$ cat config.mk
export PLATFORM = sky130hd
export DESIGN_NAME = prog_loader
export DESIGN_NICKNAME = d
export VERILOG_FILES = /design/src/rtl/prog_loader.sv
export SDC_FILE = /design/constraint.sdc
export NUM_CORES = 1
export LEC_CHECK = 0
export BUFFER_PORTS_ARGS = -buffer_cell sky130_fd_sc_hd__buf_2
export CORE_MARGIN = 1.5
export CORE_UTILIZATION = 58
export CTS_CLUSTER_DIAMETER = 200
export DETAILED_ROUTE_END_ITERATION = 6
export GPL_TIMING_DRIVEN = 0
export PLACE_DENSITY_LB_ADDON = 0.3
export SYNTH_ARGS = -nofsm -noshare
export SYNTH_HDL_FRONTEND = slang
export SYNTH_SLANG_ARGS = --single-unit
$ cat constraint.sdc
create_clock -name CLK -period 3.2 [get_ports CLK]
set_input_delay 0 -clock CLK [delete_from_list [all_inputs] [get_ports CLK]]
set_output_delay 0 -clock CLK [all_outputs]
set_load 0.03 [all_outputs]
$ cat src/rtl/prog_loader.sv
// Byte-stream program loader: frames big-endian bytes into words, writes them to instruction
// memory and releases the CPU reset only after a checksummed image has loaded.
module prog_loader #(
  parameter int unsigned ADDR_W  = 5,
  parameter int unsigned DATA_W  = 32,
  parameter int unsigned TIMEOUT = 1023
) (
  input  logic              CLK,
  input  logic              RST,
  input  logic              start,
  input  logic [7:0]        byte_data,
  input  logic              byte_valid,
  output logic              byte_ready,
  output logic [ADDR_W-1:0] mem_addr,
  output logic [DATA_W-1:0] mem_data,
  output logic              mem_write,
  output logic              cpu_rst,
  output logic              busy,
  output logic              done,
  output logic              error
);

  localparam int unsigned MaxWords = 2 ** ADDR_W;
  localparam int unsigned TimerW   = $clog2(TIMEOUT + 1);

  typedef enum logic [2:0] {
    StIdle,
    StLen,
    StData,
    StWrite,
    StCsum,
    StDone,
    StErr
  } state_e;

  state_e              state_q, state_d;
  logic [ADDR_W:0]     len_q, len_d;
  logic [ADDR_W-1:0]   idx_q, idx_d;
  logic [1:0]          cnt_q, cnt_d;
  logic [DATA_W-1:0]   word_q, word_d;
  logic [7:0]          csum_q, csum_d;
  logic [TimerW-1:0]   timer_q, timer_d;

  logic                byte_ready_q, byte_ready_d;
  logic [ADDR_W-1:0]   mem_addr_q, mem_addr_d;
  logic [DATA_W-1:0]   mem_data_q, mem_data_d;
  logic                mem_write_q, mem_write_d;
  logic                cpu_rst_q, cpu_rst_d;
  logic                busy_q, busy_d;
  logic                done_q, done_d;
  logic                error_q, error_d;

  logic                accept;
  logic [31:0]         len_ext;
  logic [ADDR_W:0]     last_idx;

  assign accept   = byte_valid & byte_ready_q;
  assign len_ext  = {24'd0, byte_data};
  assign last_idx = len_q - (ADDR_W + 1)'(1);

  always_comb begin
    state_d    = state_q;
    len_d      = len_q;
    idx_d      = idx_q;
    cnt_d      = cnt_q;
    word_d     = word_q;
    csum_d     = csum_q;
    timer_d    = timer_q;
    mem_addr_d = mem_addr_q;
    mem_data_d = mem_data_q;

    unique case (state_q)
      StIdle, StDone, StErr: begin
        if (start) begin
          state_d = StLen;
          idx_d   = '0;
          cnt_d   = '0;
          timer_d = '0;
        end
      end
      StLen, StData, StCsum: begin
        // Timeout wins even if a byte arrives on the same edge.
        if (timer_q == TimerW'(TIMEOUT)) begin
          state_d = StErr;
        end else if (!accept) begin
          timer_d = timer_q + 1'b1;
        end else begin
          timer_d = '0;
          if (state_q == StLen) begin
            if (len_ext == 32'd0 || len_ext > MaxWords) begin
              state_d = StErr;
            end else begin
              len_d   = byte_data[ADDR_W:0];
              csum_d  = byte_data;
              state_d = StData;
            end
          end else if (state_q == StData) begin
            word_d = {word_q[DATA_W-9:0], byte_data};
            csum_d = csum_q ^ byte_data;
            cnt_d  = cnt_q + 1'b1;
            if (cnt_q == 2'd3) begin
              state_d = StWrite;
            end
          end else begin
            state_d = (byte_data == csum_q) ? StDone : StErr;
          end
        end
      end
      StWrite: begin
        if ({1'b0, idx_q} == last_idx) begin
          state_d = StCsum;
        end else begin
          idx_d   = idx_q + 1'b1;
          state_d = StData;
        end
      end
      default: state_d = StIdle;
    endcase

    // Outputs are registered, so they are derived from the state being entered.
    byte_ready_d = state_d inside {StLen, StData, StCsum};
    busy_d       = state_d inside {StLen, StData, StWrite, StCsum};
    done_d       = (state_d == StDone);
    error_d      = (state_d == StErr);
    cpu_rst_d    = (state_d != StDone);
    mem_write_d  = (state_d == StWrite);
    if (state_d == StWrite) begin
      mem_addr_d = idx_q;
      mem_data_d = word_d;
    end
  end

  always_ff @(posedge CLK or posedge RST) begin
    if (RST) begin
      state_q      <= StIdle;
      len_q        <= '0;
      idx_q        <= '0;
      cnt_q        <= '0;
      word_q       <= '0;
      csum_q       <= '0;
      timer_q      <= '0;
      byte_ready_q <= 1'b0;
      mem_addr_q   <= '0;
      mem_data_q   <= '0;
      mem_write_q  <= 1'b0;
      cpu_rst_q    <= 1'b1;
      busy_q       <= 1'b0;
      done_q       <= 1'b0;
      error_q      <= 1'b0;
    end else begin
      state_q      <= state_d;
      len_q        <= len_d;
      idx_q        <= idx_d;
      cnt_q        <= cnt_d;
      word_q       <= word_d;
      csum_q       <= csum_d;
      timer_q      <= timer_d;
      byte_ready_q <= byte_ready_d;
      mem_addr_q   <= mem_addr_d;
      mem_data_q   <= mem_data_d;
      mem_write_q  <= mem_write_d;
      cpu_rst_q    <= cpu_rst_d;
      busy_q       <= busy_d;
      done_q       <= done_d;
      error_q      <= error_d;
    end
  end

  assign byte_ready = byte_ready_q;
  assign mem_addr   = mem_addr_q;
  assign mem_data   = mem_data_q;
  assign mem_write  = mem_write_q;
  assign cpu_rst    = cpu_rst_q;
  assign busy       = busy_q;
  assign done       = done_q;
  assign error      = error_q;

endmodule

==> key figures <==
Synthesis
  • Main synth FF type: dfrtp_1
  • Cells after synthesis: 440
  • Unique masters post-synth: 61
  • Synth Warn #: 0
  • Synth top area cells: dfrtp_1 (54%), mux2_2 (9.3%), nand2_1 (7.7%)
  • Synth top cells by count: dfrtp_1 (100), nand2_1 (94), mux2_2 (38), o21ai_0 (36), nor2_1 (18)
  • Syn Area/Cell: approximately 10 sq um
  • Post-synth ARST share: 1.000
  • Synth Net Count: roughly 460
  • Cell Area, Synth: 4609 sq um
  • Post-synth EDFFs: 0
  • Yosys top cell area share: 0.5429
  • Seq cells post-synth: 101
  • Top-count cell post-synth: dfrtp_1
  • Synth area leader: dfrtp_1
  • Share of the yosys chip area belonging to registers: 0.5486

Power and ir drop
  • P_leak: about 2.7 nW
  • Pwr/cell area: between 700 and 800 nW/um^2
  • Peak supply drop: 0.5397 mV
  • Logic pwr share: 0.318
  • Switching fraction of total power: 0.3635
  • Clock share of power: 0.213
  • Tot Pwr: 3.737 mW
  • Register share of total power: 0.469
  • P_int: 2.379 mW
  • Net switching power of the design: 1.359 mW

Final layout
  • # fillers: 594
  • Multi-input gate area: 1924 sq um
  • NumNets Final: 520
  • Core Util, Final: 0.6788
  • Final instance area: between 5000 and 6000 sq um
  • Diode count: 0
  • Register Area: between 2000 and 3000 sq um
  • Layout area overhead: 13.79%
  • Share of layout cells above drive strength 1: 0.2534

Place
  • Pre-CTS setup slack: 0.5990 ns
  • Placement Cell Area: 5002 sq um
  • Number of port buffers: 47
  • Post-DP HPWL: 6.663 mm
  • GPL Wtd Cong: 0.8413

Clocking
  • Post-CTS resize count: 0
  • Clk slew on worst S/H paths: 0.10 ns
  • Clock latency on the worst-skew pair: 0.37 ns
  • CTS tree: yes
  • Clock H-tree levels: 3
  • Worst-case clock buffer depth: 2
  • # clock sinks: 101
  • CTS Buf Count: 9
  • Root Driver: clkbuf_8

Global route
  • Global Route Usage Sum: 0.2377
  • Vias in the first global route: 3448
  • Largest net degree at the start of global routing: 62
  • First-pass GRT wire length: roughly 16 mm
  • Gr ovfl total: 0
  • Initial antenna violation count: 0

Setup path
  • Top cell family by delay on the critical path: simple AND/OR/NAND/NOR gates
  • Crit. Startpoint: timer_q[0]
  • CP max stage delay: 0.48 ns
  • Worst setup SP type: register
  • Setup crit end kind: register
  • RR Startpoint: timer_q[0]
  • Most common cell on crit path: nand2_1
  • Max FO, Critical Path: 10
  • R2R Setup Slk: 0.54 ns
  • Crit Path Class: register to register
  • Crit path buffers/inverters: 2
  • CP cell instances: ha_1 -> nand3_2 -> nor3_2 -> nand4b_1 -> clkbuf_1 -> buf_1 -> nand2_1 -> nand2_1
  • Critical path arrival: 2.98 ns
  • Worst endpoint required time: between 3 and 4 ns
  • Slowest stage cell, crit path: clkbuf_1

Drt
  • Initial DRC Count: roughly 130
  • Vias post-DR: 3421
  • Remaining antenna violation count: 0
  • Drt wl/cell: 15.38 um
  • Drc violations: 0
  • First drt pass iteration count: 4
  • Vias/cell: 5.599
  • WL final: 9.396 mm

Status
  • Status: finished, final reports clean

Floorplanning
  • Core Region: between 7000 and 8000 sq um
  • Die Area: around 8500 sq um
  • Die X: 92.15 um
  • Io pins: 55
  • FP Rows: 32
  • Die Span Y: 92.15 um
  • Starting density of the core: 0.5965

STA
  • Max Freq: 375.9 MHz
  • Max-slew headroom: 0.5045
  • Fin crit share: 0.8314
  • Endpoints failing setup: 0
  • Hold WS: 0.02146 ns
  • Final Hold Viols: 0
  • Slew @ Worst Pin: about 0.74 ns
  • RSZ-0062 raised after global routing: false
  • Max-slew violation count: 0
  • Worst Skew: 0.006932 ns
  • Min setup slack post-route: ~0.54 ns
  • Min Tclk post-route: around 2.7 ns

Flow run
  • MaxCap Viol Count: 0

Hold path
  • Worst hold path type: input pin to register
  • Hold_sp: byte_data[5]
[power by group through the flow]
stage	registers, mW	logic [mW]	clock network (mW)
2_1_floorplan	1.77	0.895	0
3_3_place_gp	1.75	1.13	0
3_5_place_dp	1.77	1.18	0
4_1_cts	1.75	1.19	0.806
5_1_grt	1.79	1.33	0.855
6_report	1.75	1.19	0.795
[stage by stage]
| step | setup TNS (ns) | instances |
|---|---|---|
| 6_report | 0 | 611 |
| 5_1_grt | 0 | 611 |
| 4_1_cts | 0 | 611 |
| 3_5_place_dp | 0 | 590 |
| 3_3_place_gp | -51.31 | 589 |
| 2_1_floorplan | 0 | 440 |
[metal layers]
metal  GRT usage  vias up  part of all wire
li1            -     1650                 -
met1      0.2977     1695              0.43
met2      0.4136       63              0.52
met3     0.03980       13             0.036
met4     0.08718        0             0.013
met5           0        -                 0
[layout make-up]
type,count,area share
Tap cell,102,0.02433
Inverter,11,0.008349
Multi-Input combinational cell,303,0.3669
Clock inverter,6,0.01050
Buffer,25,0.02195
Sequential cell,101,0.4821
Clock buffer,10,0.02624
Timing Repair Buffer,53,0.05964
[kinds of logic after synthesis]
logic type | synth area share
muxes | 0.09826
adders and majority gates | 0.01086
and+or+nand+nor | 0.1713
AOI/OAI and AO/OA | 0.1067
xor gates and xnor gates | 0.03040
DFF | 0.5486
buffers and inverters | 0.03393
[worst reg2reg max path, stage by stage, from the launching register on]
cell      delay [ns]
dfrtp_1         0.41
ha_1            0.24
nand3_2         0.17
nor3_2          0.40
nand4b_1        0.24
clkbuf_1        0.48
buf_1           0.45
nand2_1         0.13
nand2_1         0.09
[sequential cells by signal (all words and copies together), names as in the netlist, 3 cells and up]
| register | count |
|---|---|
| csum_q | 8 |
| mem_addr | 5 |
| word_q | 24 |
| timer_q | 10 |
| state_q | 3 |
| mem_data | 32 |
| len_q | 6 |
| idx_q | 5 |
[final timing paths]
kind	depth (start not counted)	end
worst min register to register	2	mem_data[23]
worst max register to register	8	mem_data[11]
max in group asynchronous	4	cpu_rst
worst max-delay path	8	mem_data[11]
min in group asynchronous	3	word_q[0]
worst min-delay path	2	mem_data[5]
[cell usage in the layout (no fill, tap or decap), types with 2 or more instances in the layout]
| master | count |
|---|---|
| dfrtp_1 | 100 |
| nand3_1 | 13 |
| inv_8 | 2 |
| nand3_2 | 2 |
| xor2_1 | 5 |
| and3_1 | 7 |
| xnor2_1 | 11 |
| buf_2 | 55 |
| inv_1 | 9 |
| nand2b_1 | 6 |
| or4_1 | 2 |
| clkbuf_8 | 10 |
| or2_2 | 2 |
| a22o_1 | 2 |
| o21ai_0 | 36 |
| o31ai_1 | 4 |
| buf_1 | 2 |
| clkbuf_1 | 13 |
| nand4_1 | 4 |
| nor2_1 | 18 |
| or3_1 | 2 |
| mux2_2 | 38 |
| clkinvlp_4 | 2 |
| a21oi_1 | 15 |
| ha_1 | 4 |
| nand2_1 | 94 |
| and2_1 | 2 |
| dlygate4sd3_1 | 5 |
| nor3_2 | 2 |
| a31oi_1 | 3 |
[timing repair]
action                                 4_1_cts  5_1_grt
setup buffers                                0        0
endpoints found under the hold margin       47        0
hold buffers                                 5        0
Note: power is estimated with default switching activity, not from simulation.
